[src/rtl/boardman_v2_host.sv]
// boardman_v2_host: host-side initiator for the board-manager serial protocol.
// Packs a single-word read/write request into a COBS frame toward UART TX and
// decodes the COBS reply from UART RX into read data or an error strobe.
// Optional reply timeout is built only when BOARDMAN_HOST_TIMEOUT_EN is defined.
module boardman_v2_host #(
   parameter int TIMEOUT_CYCLES = 100000
) (
   input  logic        clk,
   input  logic        rst,
   input  logic [19:0] req_adr_i,
   input  logic [31:0] req_dat_i,
   input  logic        req_wr_i,
   input  logic        req_valid_i,
   output logic        req_ready_o,
   output logic [31:0] rsp_dat_o,
   output logic        rsp_err_o,
   output logic        rsp_valid_o,
   output logic [7:0]  m_axis_tdata,
   output logic        m_axis_tvalid,
   input  logic        m_axis_tready,
   input  logic [7:0]  s_axis_tdata,
   input  logic        s_axis_tvalid,
   output logic        s_axis_tready
);

   typedef enum logic [2:0] {IDLE, ENC, TX, RX, RSP} state_t;

   state_t      state;

   // raw payload (entry 7 is never part of a frame, kept so 3-bit indices stay in range)
   logic [7:0]  pbuf [0:7];
   logic [2:0]  plen;
   // encoder: backward scan, run = non-zero bytes seen since the next zero/end
   logic [2:0]  enc_idx;
   logic [2:0]  run;
   // encoded frame body: txb[0] is the leading code, txb[i+1] replaces pbuf[i]
   logic [7:0]  txb [0:7];
   logic [3:0]  tx_idx;
   // decoder state
   logic [7:0]  rxb [0:7];
   logic [2:0]  rx_len;
   logic        rx_ovf;
   logic        rx_started;
   logic        rx_pend;
   logic [7:0]  rx_cnt;

`ifdef BOARDMAN_HOST_TIMEOUT_EN
   localparam int TW = $clog2(TIMEOUT_CYCLES + 1);
   logic [TW-1:0] tcnt;
`endif

   logic        enc_zero;
   logic [2:0]  enc_run;
   logic [7:0]  enc_code;
   logic [7:0]  enc_first;
   logic        is_wr;
   logic [2:0]  exp_len;
   logic        echo_ok;
   logic        rsp_bad;
   logic        s_hs;
   logic        app_en;
   logic [7:0]  app_dat;

   // encoder step for the current byte and reply checks for the finished frame
   always_comb begin
      enc_zero  = (pbuf[enc_idx] == 8'h00);
      enc_run   = enc_zero ? 3'd0 : run + 3'd1;
      enc_code  = {5'd0, run} + 8'd1;
      enc_first = {5'd0, enc_run} + 8'd1;
      is_wr     = pbuf[0][7];
      exp_len   = is_wr ? 3'd3 : 3'd7;
      echo_ok   = (rxb[0] == pbuf[0]) && (rxb[1] == pbuf[1]) && (rxb[2] == pbuf[2]);
      // rx_cnt != 0 at the delimiter means a code byte promised more literals
      rsp_bad   = rx_ovf || (rx_len != exp_len) || !echo_ok || (rx_cnt != 8'd0);
      s_hs      = s_axis_tvalid && s_axis_tready;
      // code byte: emit the zero implied by the previous group; literal: store it
      app_en    = (rx_cnt == 8'd0) ? rx_pend : 1'b1;
      app_dat   = (rx_cnt == 8'd0) ? 8'h00 : s_axis_tdata;
   end

   // main protocol FSM with registered outputs
   always_ff @(posedge clk or posedge rst) begin
      if (rst) begin
         state         <= IDLE;
         req_ready_o   <= 1'b0;
         rsp_valid_o   <= 1'b0;
         rsp_err_o     <= 1'b0;
         rsp_dat_o     <= 32'd0;
         m_axis_tvalid <= 1'b0;
         m_axis_tdata  <= 8'd0;
         s_axis_tready <= 1'b0;
         plen          <= 3'd0;
         enc_idx       <= 3'd0;
         run           <= 3'd0;
         tx_idx        <= 4'd0;
         rx_len        <= 3'd0;
         rx_ovf        <= 1'b0;
         rx_started    <= 1'b0;
         rx_pend       <= 1'b0;
         rx_cnt        <= 8'd0;
         for (int i = 0; i < 8; i++) begin
            pbuf[i] <= 8'd0;
            txb[i]  <= 8'd0;
            rxb[i]  <= 8'd0;
         end
`ifdef BOARDMAN_HOST_TIMEOUT_EN
         tcnt          <= '0;
`endif
      end else begin
         // RX side never blocks; bytes outside RX are simply dropped
         s_axis_tready <= 1'b1;
         case (state)
            IDLE: begin
               req_ready_o <= 1'b1;
               if (req_valid_i && req_ready_o) begin
                  req_ready_o <= 1'b0;
                  pbuf[0]     <= {req_wr_i, 1'b0, req_adr_i[19:14]};
                  pbuf[1]     <= req_adr_i[13:6];
                  pbuf[2]     <= {req_adr_i[5:0], 2'b00};
                  pbuf[3]     <= req_dat_i[31:24];
                  pbuf[4]     <= req_dat_i[23:16];
                  pbuf[5]     <= req_dat_i[15:8];
                  pbuf[6]     <= req_dat_i[7:0];
                  pbuf[7]     <= 8'd0;
                  plen        <= req_wr_i ? 3'd7 : 3'd3;
                  enc_idx     <= req_wr_i ? 3'd6 : 3'd2;
                  run         <= 3'd0;
                  state       <= ENC;
               end
            end
            ENC: begin
               txb[enc_idx + 3'd1] <= enc_zero ? enc_code : pbuf[enc_idx];
               run <= enc_run;
               if (enc_idx == 3'd0) begin
                  txb[0]        <= enc_first;
                  m_axis_tdata  <= enc_first;
                  m_axis_tvalid <= 1'b1;
                  tx_idx        <= 4'd0;
                  state         <= TX;
               end else begin
                  enc_idx <= enc_idx - 3'd1;
               end
            end
            TX: begin
               if (m_axis_tvalid && m_axis_tready) begin
                  if (tx_idx == {1'b0, plen} + 4'd1) begin
                     // delimiter just went out
                     m_axis_tvalid <= 1'b0;
                     m_axis_tdata  <= 8'd0;
                     rx_len        <= 3'd0;
                     rx_ovf        <= 1'b0;
                     rx_started    <= 1'b0;
                     rx_pend       <= 1'b0;
                     rx_cnt        <= 8'd0;
`ifdef BOARDMAN_HOST_TIMEOUT_EN
                     tcnt          <= '0;
`endif
                     state         <= RX;
                  end else begin
                     tx_idx       <= tx_idx + 4'd1;
                     m_axis_tdata <= (tx_idx == {1'b0, plen}) ? 8'h00 : txb[tx_idx[2:0] + 3'd1];
                  end
               end
            end
            RX: begin
               if (s_hs) begin
`ifdef BOARDMAN_HOST_TIMEOUT_EN
                  tcnt <= '0;
`endif
                  if (s_axis_tdata == 8'h00) begin
                     // a leading delimiter is an empty frame and is ignored
                     if (rx_started) begin
                        rsp_valid_o <= 1'b1;
                        rsp_err_o   <= rsp_bad;
                        rsp_dat_o   <= (!rsp_bad && !is_wr) ? {rxb[3], rxb[4], rxb[5], rxb[6]} : 32'd0;
                        state       <= RSP;
                     end
                  end else begin
                     rx_started <= 1'b1;
                     if (app_en) begin
                        if (rx_len == 3'd7) begin
                           rx_ovf <= 1'b1;
                        end else begin
                           rxb[rx_len] <= app_dat;
                           rx_len      <= rx_len + 3'd1;
                        end
                     end
                     if (rx_cnt == 8'd0) begin
                        rx_cnt  <= s_axis_tdata - 8'd1;
                        rx_pend <= (s_axis_tdata != 8'hFF);
                     end else begin
                        rx_cnt <= rx_cnt - 8'd1;
                     end
                  end
               end
`ifdef BOARDMAN_HOST_TIMEOUT_EN
               else if (tcnt == TW'(TIMEOUT_CYCLES - 1)) begin
                  rsp_valid_o <= 1'b1;
                  rsp_err_o   <= 1'b1;
                  rsp_dat_o   <= 32'd0;
                  state       <= RSP;
               end else begin
                  tcnt <= tcnt + 1'b1;
               end
`endif
            end
            RSP: begin
               rsp_valid_o <= 1'b0;
               rsp_err_o   <= 1'b0;
               rsp_dat_o   <= 32'd0;
               req_ready_o <= 1'b1;
               state       <= IDLE;
            end
            default: state <= IDLE;
         endcase
      end
   end

endmodule

[config.mk]
export PLATFORM = sky130hd
export DESIGN_NAME = boardman_v2_host
export DESIGN_NICKNAME = d
export VERILOG_FILES = /design/src/rtl/boardman_v2_host.sv
export SDC_FILE = /design/constraint.sdc
export NUM_CORES = 1
export LEC_CHECK = 0
export CAP_MARGIN = 15
export CELL_PAD_IN_SITES_DETAIL_PLACEMENT = 0
export CELL_PAD_IN_SITES_GLOBAL_PLACEMENT = 1
export CORE_MARGIN = 1.5
export CORE_UTILIZATION = 41
export DETAILED_ROUTE_END_ITERATION = 12
export PLACE_DENSITY_LB_ADDON = 0.1
export SLEW_MARGIN = 20
export SYNTH_ARGS = -nofsm -noshare
export SYNTH_HDL_FRONTEND = slang
export SYNTH_SLANG_ARGS = --single-unit
[constraint.sdc]
create_clock -name clk -period 8.7 [get_ports clk]
set_input_delay 1.74 -clock clk [delete_from_list [all_inputs] [get_ports clk]]
set_output_delay 1.74 -clock clk [all_outputs]
set_load 0.1 [all_outputs]
==> metrics.md <==
| Metric | Value |
|---|---|
| Req. time, crit path | `9.10 ns` |
| CTS resizes | `0` |
| # IOs | `111` |
| Worst-Skew Late Latency | `0.54 ns` |
| Clock Root Buffer | `clkbuf_16` |
| DIE AREA | `0.0286 sq mm` |
| Seq cells post-synth | `246` |
| Share of cells above drive strength 1 | `0.138` |
| Residual DRC | `0` |
| Clock Path Buffers | `3` |
| Synth Net Count | `1,129` |
| Setup Viol. Count Final | `0` |
| Top_reg_cell synth | `dfrtp_1` |
| Routed via count | `8,123` |
| Vias in the first global route | `8,085` |
| Synth unique cells | `65` |
| DIE WIDTH | `169 um` |
| Max cap viols | `0` |
| Leak pwr | `6.15 nW` |
| Final worst setup slack | `4.49 ns` |
| Remaining Overflow, GRT | `0` |
| Post-DRT Antenna Nets | `0` |
| Post-synthesis cell area | `0.0113 sq mm` |
| Slew headroom | `0.344` |
| Port buffer count | `110` |
| Final WL | `~29,000 um` |
| FP Rows | `60` |
| Hold Path Class | `flip-flop to flip-flop` |
| CTS buffer count | `27` |
| Post-synth top cells | `246 x dfrtp_1, 243 x nand2_1, 66 x mux2_2` |
| Worst Clk Skew | `around 0.017 ns` |
| Critical path type | `primary input to flip-flop` |
| Non-Filler Instances | `around 1,500` |
| Number of enable flip-flop cells after synthesis | `0` |
| Reg2reg setup slack | `between 5 and 6 ns` |
| Avg WL per Cell | `19.3 um` |
| Reg-to-reg startpoint | `enc_idx[1]$_DFFE_PP0P_` |
| Slowest stage delay, CP | `0.63 ns` |
| R2r endpoint | `m_axis_tdata[1]$_DFFE_PP0P_` |
| Status | `completed` |
| Antenna violations before repair | `0` |
| RSZ-0062 raised after global routing | `no` |
| Critical Path, Cell by Cell | `clkdlybuf4s50_1 -> nor2_1 -> nand3_1 -> nand3_1 -> nor4bb_1 -> nand3_1 -> nand2_1 -> o21ai_0` |
| N_diodes | `0` |
| Iter 0 DRT Violations | `602` |
| Starting density of the core | `0.419` |
| CTS tree | `yes` |
| Setup TNS | `0 ns` |
| First-pass GRT wire length | `approximately 47,000 um` |
| Design area | `roughly 0.014 sq mm` |
| Worst setup path startpoint | `s_axis_tdata[4]` |
| Slowest CP cell | `nor4bb_1` |
| Yosys Warn Count | `0` |
| Power consumption | `4.83 mW` |
| Synth area leader | `dfrtp_1` |
| Maximum clock frequency | `0.238 GHz` |
| Hold Path Stages | `2` |
| DP HPWL | `roughly 20,000 um` |
| Sequential share of the synthesized area | `0.543` |
| Hold Path Sink | `m_axis_tdata[4]$_DFFE_PP0P_` |
| CORE AREA | `roughly 0.027 sq mm` |
| Max IR drop VDD | `0.164 mV` |
| Min cycle time layout | `around 4.2 ns` |
| Nets | `around 1,200` |
| Synth top area share | `0.543` |
| Period utilization | `0.483` |
| Buffer count from post-CTS setup fixing | `0` |
| CTS sink cnt | `246` |
| Largest net degree at the start of global routing | `95` |
| Fin. Hold Viols | `0` |
| Worst Path Max Fanout | `16` |
| Height of the die | `approximately 170 um` |
| Startpoint Class | `primary input` |
| Syn Inst Count | `1,053` |
| Power density cells | `355 mW/mm^2` |
| Final Max Slew Viols | `0` |
| Avg Cell Area, Syn | `approximately 11 sq um` |
| Worst Hold Launch | `m_axis_tdata[4]$_DFFE_PP0P_` |
| Clock-pin transition on the worst setup and hold timing paths | `0.06 ns` |
| Post-CTS Hold Buffers | `0` |
| DP Area | `0.0128 sq mm` |
| Worst Tran Pin Value | `0.981 ns` |
| Fraction of registers with async set/reset | `1.00` |
| Router iterations before antenna repair | `5` |
| Crit end category | `flip-flop` |
| Cells after DPL | `1,469` |
| Arrival time of the worst setup path | `4.60 ns` |
| Cell mode on critical path | `nand3_1` |
| Ranking of synthesized cells by area | `dfrtp_1 54%, nand2_1 8.0%, mux2_2 6.6%` |
| Most frequent cell after synthesis | `dfrtp_1` |
| R2R depth | `8` |
| Area growth syn-to-layout | `20.3%` |
| Hold Slack | `0.474 ns` |
| H-tree level count | `1` |
| Tot GR Track Use | `0.209` |
| Layout Utilization | `0.504` |
| Setup WS pre-CTS | `3.93 ns` |
| Vias/cell | `5.37` |
| GPL Wtd Cong | `0.798` |
==> critical path: cells and delay by family <==
family / cells / cell delay (ns)
buf+inv: 1 / 0.61
simple gates: 6 / 2.14
compound gates: 1 / 0.10
==> power breakdown <==
group	leakage (nW)	switching, mW	internal (mW)
combinational	2.53	1.19	0.787
sequential	3.22	0.283	1.48
clock	0.408	0.448	0.650
total	6.15	1.92	2.92
==> registers in the layout, indices dropped and copies added, names as in the netlist, 2 cells and up <==
signal	count
run	3
pbuf	52
rx_cnt	8
rsp_dat_o	32
plen	2
enc_idx	3
rx_len	3
txb	64
rxb	56
m_axis_tdata	8
tx_idx	4
state	3
==> layout make-up <==
| type | count | area, sq um |
|---|---|---|
| sequential | 246 | 6160 |
| multi-input combinational | 742 | 4930 |
| clock buffer | 38 | 747 |
| inverter | 14 | 60.1 |
| fill | 2510 | 13400 |
| timing repair buffer | 126 | 1220 |
| clock inverter | 6 | 83.8 |
| tap | 341 | 427 |
==> metal layers <==
layer	track usage	routed length, um	vias up	part of all wire
met5	0	0	-	0
met4	0.0473	578	0	0.020
met3	0.0259	1170	45	0.040
met2	0.334	13400	176	0.46
met1	0.306	14000	3991	0.48
li1	-	-	3911	-
==> cells in the final DEF, fill, tap and decap left out, types with 4 or more instances in the layout <==
| cell | n |
|---|---|
| nor4_1 | 6 |
| o21ai_0 | 64 |
| mux4_2 | 21 |
| nand2b_1 | 5 |
| nand3_1 | 19 |
| nand3_2 | 4 |
| nor3_1 | 19 |
| nand3b_1 | 4 |
| xor2_1 | 12 |
| and2_1 | 11 |
| nand4_1 | 8 |
| clkbuf_1 | 8 |
| inv_1 | 12 |
| o2bb2ai_1 | 6 |
| nor2b_1 | 4 |
| nand2_1 | 242 |
| a211oi_1 | 6 |
| a21oi_1 | 34 |
| a22oi_1 | 5 |
| nor2_1 | 51 |
| clkbuf_16 | 27 |
| dfrtp_1 | 246 |
| buf_4 | 15 |
| clkdlybuf4s50_1 | 110 |
| xnor2_1 | 20 |
| mux2_2 | 66 |
| o22ai_1 | 4 |
| o31ai_1 | 7 |
| o21ai_1 | 5 |
| a21o_1 | 4 |
| a22o_1 | 37 |
| or3_1 | 4 |
| ha_1 | 10 |
| mux2i_1 | 18 |
==> kinds of logic (layout without fill, tap and decap cells) <==
family | count (synthesis) | after routing | share of synthesized area
simple gates | 395 | 395 | 0.155
flops | 246 | 246 | 0.543
fa+ha+maj | 10 | 10 | 0.0110
buf+inv | 65 | 184 | 0.0247
xor+xnor | 32 | 32 | 0.0247
other cells | 1 | 1 | 0.000331
compound gates | 196 | 196 | 0.114
mux | 108 | 108 | 0.126
==> worst max path at each step <==
stage	end	cells after the start
2_1_floorplan	enc_idx[0]$_DFFE_PP0P_	1
3_3_place_gp	rxb[39]$_DFFE_PP0P_	8
3_5_place_dp	rxb[34]$_DFFE_PP0P_	8
4_1_cts	rxb[32]$_DFFE_PP0P_	8
5_1_grt	rxb[35]$_DFFE_PP0P_	7
6_report	rxb[32]$_DFFE_PP0P_	8
(Power assumes the default switching activity.)
